<file path="config.mk">
export PLATFORM = sky130hd
export DESIGN_NAME = pool1_ctrl
export DESIGN_NICKNAME = d
export VERILOG_FILES = /design/src/rtl/pool1_ctrl.sv
export SDC_FILE = /design/constraint.sdc
export NUM_CORES = 1
export LEC_CHECK = 0
export CORE_MARGIN = 5
export CORE_UTILIZATION = 30
export DETAILED_ROUTE_END_ITERATION = 8
export SYNTH_ARGS = -nofsm -noshare
export SYNTH_HDL_FRONTEND = slang
export SYNTH_SLANG_ARGS = --single-unit
</file>
<file path="constraint.sdc">
create_clock -name clk -period 3.1 [get_ports clk]
set_input_delay 0.465 -clock clk [delete_from_list [all_inputs] [get_ports clk]]
set_output_delay 0.465 -clock clk [all_outputs]
set_load 0.02 [all_outputs]
</file>
<file path="src/rtl/pool1_ctrl.sv">
// pool1_ctrl: sequencing for the first max-pool layer.
// Walks the 28x28 conv1 map in f2 in 2x2 window order, drives load/last
// strobes aligned to f2 read data, writes the 14x14 result addresses into f3
// and pulses done once the final pooled pixel has been written.
// Optional build macro POOL1_PERF_CNT_EN adds a RUN-cycle counter output
// (pool1_cycles).
module pool1_ctrl #(
  parameter int IN_W    = 28,
  parameter int RADDR_W = 10,
  parameter int WADDR_W = 8,
  parameter int RD_LAT  = 2
) (
  input  logic               clk,
  input  logic               rst_n,
  input  logic               pool1_start,
  output logic [RADDR_W-1:0] f2_raddr,
  output logic               f2_rd_en,
  output logic               pool1_load,
  output logic               pool1_last,
  output logic [WADDR_W-1:0] f3_waddr,
  output logic               f3_wr_en,
  output logic               pool1_busy,
  output logic               pool1_done
`ifdef POOL1_PERF_CNT_EN
  ,
  output logic [15:0]        pool1_cycles
`endif
);

  localparam int OUT_W = IN_W / 2;
  localparam int CW    = (OUT_W > 1) ? $clog2(OUT_W) : 1;

  typedef enum logic [2:0] {
    IDLE = 3'b001,
    RUN  = 3'b010,
    DONE = 3'b100
  } state_t;

  state_t state, state_nxt;

  logic          cnt0, cnt1;
  logic [CW-1:0] cnt2, cnt3;
  logic          run;
  logic          cnt0_end, cnt1_end, cnt2_end, cnt3_end;
  logic          load_p0, last_p0;
  logic [RADDR_W-1:0] raddr_p0;
  logic [WADDR_W-1:0] waddr_p0;

  // Strobe/address delay lines; index k holds the value k+1 cycles after the counters.
  logic [RD_LAT:0]    load_p;
  logic [RD_LAT:0]    last_p;
  logic [WADDR_W-1:0] waddr_p [RD_LAT+1];
  logic [RD_LAT+1:0]  done_p;

  assign run        = (state == RUN);
  assign pool1_busy = run;

  // Counter carry chain: window col -> window row -> out col -> out row.
  assign cnt0_end = run & cnt0;
  assign cnt1_end = cnt0_end & cnt1;
  assign cnt2_end = cnt1_end & (cnt2 == CW'(OUT_W - 1));
  assign cnt3_end = cnt2_end & (cnt3 == CW'(OUT_W - 1));

  // State register.
  always_ff @(posedge clk or negedge rst_n) begin
    if (!rst_n) state <= IDLE;
    else        state <= state_nxt;
  end

  // Next-state logic; start only matters while idle.
  always_comb begin
    state_nxt = state;
    case (state)
      IDLE:    if (pool1_start) state_nxt = RUN;
      RUN:     if (cnt3_end)    state_nxt = DONE;
      DONE:    state_nxt = IDLE;
      default: state_nxt = IDLE;
    endcase
  end

  // Window/output counters, advancing only while running.
  always_ff @(posedge clk or negedge rst_n) begin
    if (!rst_n) begin
      cnt0 <= 1'b0;
      cnt1 <= 1'b0;
      cnt2 <= '0;
      cnt3 <= '0;
    end else if (run) begin
      cnt0 <= ~cnt0;
      if (cnt0_end) cnt1 <= ~cnt1;
      if (cnt1_end) cnt2 <= cnt2_end ? '0 : cnt2 + CW'(1);
      if (cnt2_end) cnt3 <= cnt3_end ? '0 : cnt3 + CW'(1);
    end
  end

  // Stage p0: combinational address and strobe generation from the counters.
  always_comb begin
    raddr_p0 = ((RADDR_W'(cnt3) << 1) + RADDR_W'(cnt1)) * RADDR_W'(IN_W)
             + (RADDR_W'(cnt2) << 1) + RADDR_W'(cnt0);
    waddr_p0 = WADDR_W'(cnt3) * WADDR_W'(OUT_W) + WADDR_W'(cnt2);
    load_p0  = run & ~cnt0 & ~cnt1;
    last_p0  = run &  cnt0 &  cnt1;
  end

  // Stage p1: registered f2 read address and enable.
  always_ff @(posedge clk or negedge rst_n) begin
    if (!rst_n) begin
      f2_raddr <= '0;
      f2_rd_en <= 1'b0;
    end else begin
      f2_raddr <= raddr_p0;
      f2_rd_en <= run;
    end
  end

  // Stages p1..p(1+RD_LAT): carry strobes and f3 address alongside the read latency.
  always_ff @(posedge clk or negedge rst_n) begin
    if (!rst_n) begin
      load_p <= '0;
      last_p <= '0;
      for (int i = 0; i <= RD_LAT; i++) waddr_p[i] <= '0;
    end else begin
      load_p     <= {load_p[RD_LAT-1:0], load_p0};
      last_p     <= {last_p[RD_LAT-1:0], last_p0};
      waddr_p[0] <= waddr_p0;
      for (int i = 1; i <= RD_LAT; i++) waddr_p[i] <= waddr_p[i-1];
    end
  end

  assign pool1_load = load_p[RD_LAT];
  assign pool1_last = last_p[RD_LAT];

  // Stage p(2+RD_LAT): write the pooled pixel once the datapath has latched its max.
  always_ff @(posedge clk or negedge rst_n) begin
    if (!rst_n) begin
      f3_wr_en <= 1'b0;
      f3_waddr <= '0;
    end else begin
      f3_wr_en <= last_p[RD_LAT];
      if (last_p[RD_LAT]) f3_waddr <= waddr_p[RD_LAT];
    end
  end

  // Done pulse trails DONE so it lands one cycle after the final f3 write.
  always_ff @(posedge clk or negedge rst_n) begin
    if (!rst_n) done_p <= '0;
    else        done_p <= {done_p[RD_LAT:0], (state == DONE)};
  end

  assign pool1_done = done_p[RD_LAT+1];

`ifdef POOL1_PERF_CNT_EN
  // RUN-cycle counter: cleared on start, held after the run ends.
  always_ff @(posedge clk or negedge rst_n) begin
    if (!rst_n)                            pool1_cycles <= '0;
    else if ((state == IDLE) && pool1_start) pool1_cycles <= '0;
    else if (run)                          pool1_cycles <= pool1_cycles + 16'd1;
  end
`endif

endmodule

</file>
After elaboration in Yosys (flattened, before gate mapping). Index checks and enable logic that the tools add are counted.

Bits in registers: 67. Bits of input ports: 3. Output and inout port bits: 24. Word-level logic and storage cells: 47.

$add $sub $neg: 6. Multipliers: 2. Equality and inequality tests: 7. Multiplexer cells: 5. Bitwise gates (word level): 8. Reductions and logical operators: 4.

Operator list (number): 10-bit by 1-bit adder with 10-bit output (1); 10-bit by 5-bit adder with 10-bit output (1); 4-bit by 1-bit adder with 4-bit output, second input constant (2); 8-bit by 4-bit adder with 8-bit output (1); 4-bit == test, second input constant (2); 6-bit by 3-bit multiplier with 8-bit output, second input constant (1); 4-bit two-way mux (2); 2-bit AND reduction (4); 4-bit by 3-bit multiplier with 7-bit output, second input constant (1); 5-bit by 1-bit adder with 6-bit output (1); 1-bit AND (6); 3-bit two-way mux (2); 3-bit case mux with 2 select lines (1); 3-bit by 1-bit == test with 1-bit output, second input constant (1); 3-bit by 2-bit == test with 1-bit output, second input constant (1); 3-bit == test, second input constant (1); 2-bit by 1-bit inequality test with 1-bit output, second input constant (1); 2-bit inequality test, second input constant (1); 1-bit inverter (2).

Longest topological paths before layout. Gate-level depths: netlist (run 1).

Depth after elaboration: 7. Mapped depth: 9. Depth with buffers taken out: 9.

Worst setup path before layout (run 1). OpenSTA, ideal clock, no wires.

Path type: flip-flop to flip-flop. Start: register cnt3[0]. End: register f2_raddr[9]. Library setup time: 0.104 ns. Arrival: 2.352 ns. Data required time: 2.996 ns. Setup slack: 0.644 ns. Stages on the path, launching flop included: 10. Buffers on the path: 0. Period minus slack after synthesis: 2.456 ns. Cells stage by stage: dfrtp_1 -> fa_1 -> ha_1 -> inv_1 -> fa_1 -> nand2b_1 -> a21oi_1 -> xnor2_1 -> nand2_1 -> o311ai_1.

Word-level cells in the longest chain between the ends: 4.

RTL lines: start: declaration (line 42) `logic [CW-1:0] cnt2, cnt3;`; start signal: assignment (line 92) `if (cnt2_end) cnt3 <= cnt3_end ? '0 : cnt3 + CW'(1);`; 5-bit by 1-bit adder with 6-bit output (line 98) `raddr_p0 = ((RADDR_W'(cnt3) << 1) + RADDR_W'(cnt1)) * RADDR_W'(IN_W)`; 6-bit by 3-bit multiplier with 8-bit output (line 98); 10-bit by 5-bit adder with 10-bit output (line 99) `+ (RADDR_W'(cnt2) << 1) + RADDR_W'(cnt0);`; 10-bit by 1-bit adder with 10-bit output (line 99); named net raddr_p0[9] (line 46) `logic [RADDR_W-1:0] raddr_p0;`; end signal: assignment (line 111) `f2_raddr <= raddr_p0;`; end: declaration (line 16) `output logic [RADDR_W-1:0] f2_raddr,`.

The timed path passes the listed nets, and every way through them passes these cells. A chain may end at the register's enable or synchronous reset.

Worst setup path in the final report (run 1). Same ends and word-level chain as after synthesis.

==> impl_results.md, run 1 <==
* Status: finished clean
* Sum Neg Setup Slack at 0 ps
* DR pass1 iterations at 4
* Placer's final routability congestion estimate at approximately 0.76
* Critical path data required time at around 3300 ps
* Deepest clock path buffer count at 2
* Final setup viols at 0
* Synth area leader: dfrtp_1
* Placed instance area at around 3200 um^2
* Count of cell types in the netlist at 36
* Max_cap viols at 0
* Post-synth EDFFs at 0
* First-pass GRT wire length at a little under 8000 um
* WL/cell at approximately 12 um
* Hpwl dp at 3210 um
* Die Ht at approximately 110 um
* Crit path DAT at between 2000 and 3000 ps
* Syn Nets at between 200 and 250
* Worst-path clk slew at ~70 ps
* Fmax at around 370 MHz
* RSZ-0062 raised after global routing: false
* Most frequent cells after synthesis: dfrtp_1 (65), ha_1 (20), a21oi_1 (11), nand2_1 (11), inv_1 (10)
* Sink Count at 66
* Number of synthesis warnings at 0
* Kind of critical path: flop to flop
* Clock network power share at 40.9%
* Die area at around 11000 um^2
* H-tree levels at 3
* Sequential share of the synthesized area at approximately three fifths
* Buffer type at the clock tree root: clkbuf_8
* Sequential group share of total power at just under 60%
* Crit. End Element: flop
* Sw frac at between 20% and 30%
* Worst relative slew slack at 71.8%
* FF+latch count, synth at 66
* Die Wd at ~110 um
* Congestion Overflow GR at 0
* DR iter-0 viols at 78
* Mapped Area at around 2800 um^2
* Setup Buffers After CTS at 0
* Final core utilization at a little over a third
* Core Box Area at between 9000 and 10000 um^2
* Skew-Pair Late Insertion Delay at roughly 330 ps
* Power Density at about 450 nW/um^2
* Initial antenna violation count at 0
* Row cnt at 35
* Area Growth Syn to Fin at 20.1%
* Nets at between 200 and 300
* Asr flop ratio synth at 100%
* # DRC at 0
* Worst-Margin Slew at roughly 420 ps
* # fillers at approximately 870
* HP Class: input port to asynchronous set/reset pin
* Top post-synthesis cells by area: dfrtp_1 (58%), ha_1 (9.0%), fa_1 (5.7%)
* Initial Util at a little over 30%
* Io pins at 27
* Worst ir drop on vdd at 0.182 mV
* Register area at 1650 um^2
* DR vias/cell at approximately 4.4
* Avg Inst Size Synth at ~14 um^2
* Routed wire length at 4290 um
* Final period util at around 86%
* Top-area cell type share of the netlist area at 58.3%
* R2R setup slack at approximately 420 ps
* Total CTS buffers at 9
* Vias in the first global route at 1715
* Cell Int Power at between 1 and 1.5 mW
* Max Slew Vio Count at 0
* Largest net degree at the start of global routing at 32
* Top-count cell post-synth: dfrtp_1
* TritonCTS clock tree: built
* GRT Overall Usage at about 9%
* Final Hold Viols at 0
* Crit path time final at 2680 ps
* Post-Syn Instances at 206
* Post-CTS Hold Buffers at 0
* Skew final at 8.24 ps
* Top FF cell, synth: dfrtp_1
* Post-CTS sizing at 0
* Buffers on Ports at 26
* Cell leakage power at roughly 1.6 nW
* Final instance area at about 3300 um^2
* Ant diodes at 0
* Crit start category: flop
* Logic pwr share at roughly 1.3%
* Max FO, Critical Path at 9
* Post-route ant nets at 0
* Multi-input gate area at 1070 um^2
* Share of layout cells above drive strength 1 at 13.0%
* Vias at between 1500 and 2000
* Net Switching at between 0.3 and 0.4 mW
==> cells by family after synthesis <==
logic type | share of synthesized area (%)
muxes | 3.64
buffers and inverters | 2.24
DFF | 59.3
adders and majority gates | 14.7
and+or+nand+nor | 7.72
AOI/OAI and AO/OA | 6.73
xor gates and xnor gates | 5.66
==> layout by cell type, fill, tap and decap left out, drive strengths merged, types with 3 or more instances in the layout <==
cell type / count
a21oi: 11
clkbuf: 11
xor2: 9
nor2b: 3
clkdlybuf4s50: 25
mux2: 9
ha: 20
fa: 8
xnor2: 9
nand2b: 4
o21ai: 6
a21o: 5
dfrtp: 65
buf: 3
nor2: 9
clkinv: 3
inv: 11
nand2: 11
==> per-layer routing <==
metal | GRT usage [%] | vias up | routed length, um
met5 | 0 | - | 0
met4 | 3.89 | 0 | 87
met3 | 3.64 | 6 | 193
met2 | 14.1 | 24 | 2090
met1 | 10.5 | 777 | 1920
li1 | - | 759 | -
==> worst max-delay path, stage by stage, from the launching register on <==
cell and delay, ps:
dfrtp_1 500, fa_1 560, ha_1 170, inv_1 60
fa_1 380, xor2_1 180, nor3_1 350, nand2_1 100
o311ai_1 270
==> power by group through the flow <==
| stage | logic (mW) | registers, mW | clock network, mW |
|---|---|---|---|
| final | 0.0191 | 0.861 | 0.609 |
| after global routing | 0.0237 | 0.860 | 0.694 |
| after CTS | 0.0210 | 0.861 | 0.640 |
| after detailed placement | 0.0210 | 0.877 | 0 |
| after global placement | 0.0206 | 0.877 | 0 |
| after floorplan | 0.000000611 | 0.877 | 0 |
==> state kept, by name (all words and copies together), names as in the netlist <==
name	cells
cnt3	4
cnt2	4
f3_waddr	8
waddr_p	24
done_p	4
f3_wr_en	1
cnt0	1
f2_raddr	9
f2_rd_en	1
load_p	3
cnt1	1
state	3
last_p	3
==> final timing paths <==
kind                              from          end  cells after the start
max                            cnt3[0]  f2_raddr[9]                      8
min                              rst_n  f3_waddr[0]                      1
max reg2reg                    cnt3[0]  f2_raddr[9]                      8
min reg2reg                waddr_p[17]   waddr_p[9]                      0
max in group asynchronous        rst_n  f2_raddr[5]                      2
min in group clk           waddr_p[17]   waddr_p[9]                      0
==> layout make-up <==
cell class | count | share of cell area, %
sequential | 66 | 49.4
tap | 111 | 4.15
clock buffer | 11 | 4.22
clock inverter | 5 | 0.897
timing repair buffer | 28 | 8.07
inverter | 11 | 1.23
multi-input combinational | 125 | 32.0
==> through the flow <==
step	power [mW]	setup slack, ps	hold slack [ps]	std cells
floorplan	0.877	644	169	206
global placement	0.898	543	331	341
detailed placement	0.898	406	335	341
CTS	1.52	398	42.2	357
global route	1.58	217	43.9	357
finish	1.49	420	41.0	357
(Power assumes the default switching activity.)
==> run 2: changes to the inputs <==
TNS_END_PERCENT = 30   (was not set)
==> results of run 2 <==
Final layout, timing and power as in run 1 (identical DEF).
==> run 3: changes to the inputs <==
CTS_CLUSTER_DIAMETER = 30   (was not set)
==> results of run 3 <==
Final layout, timing and power as in run 1 (identical DEF).
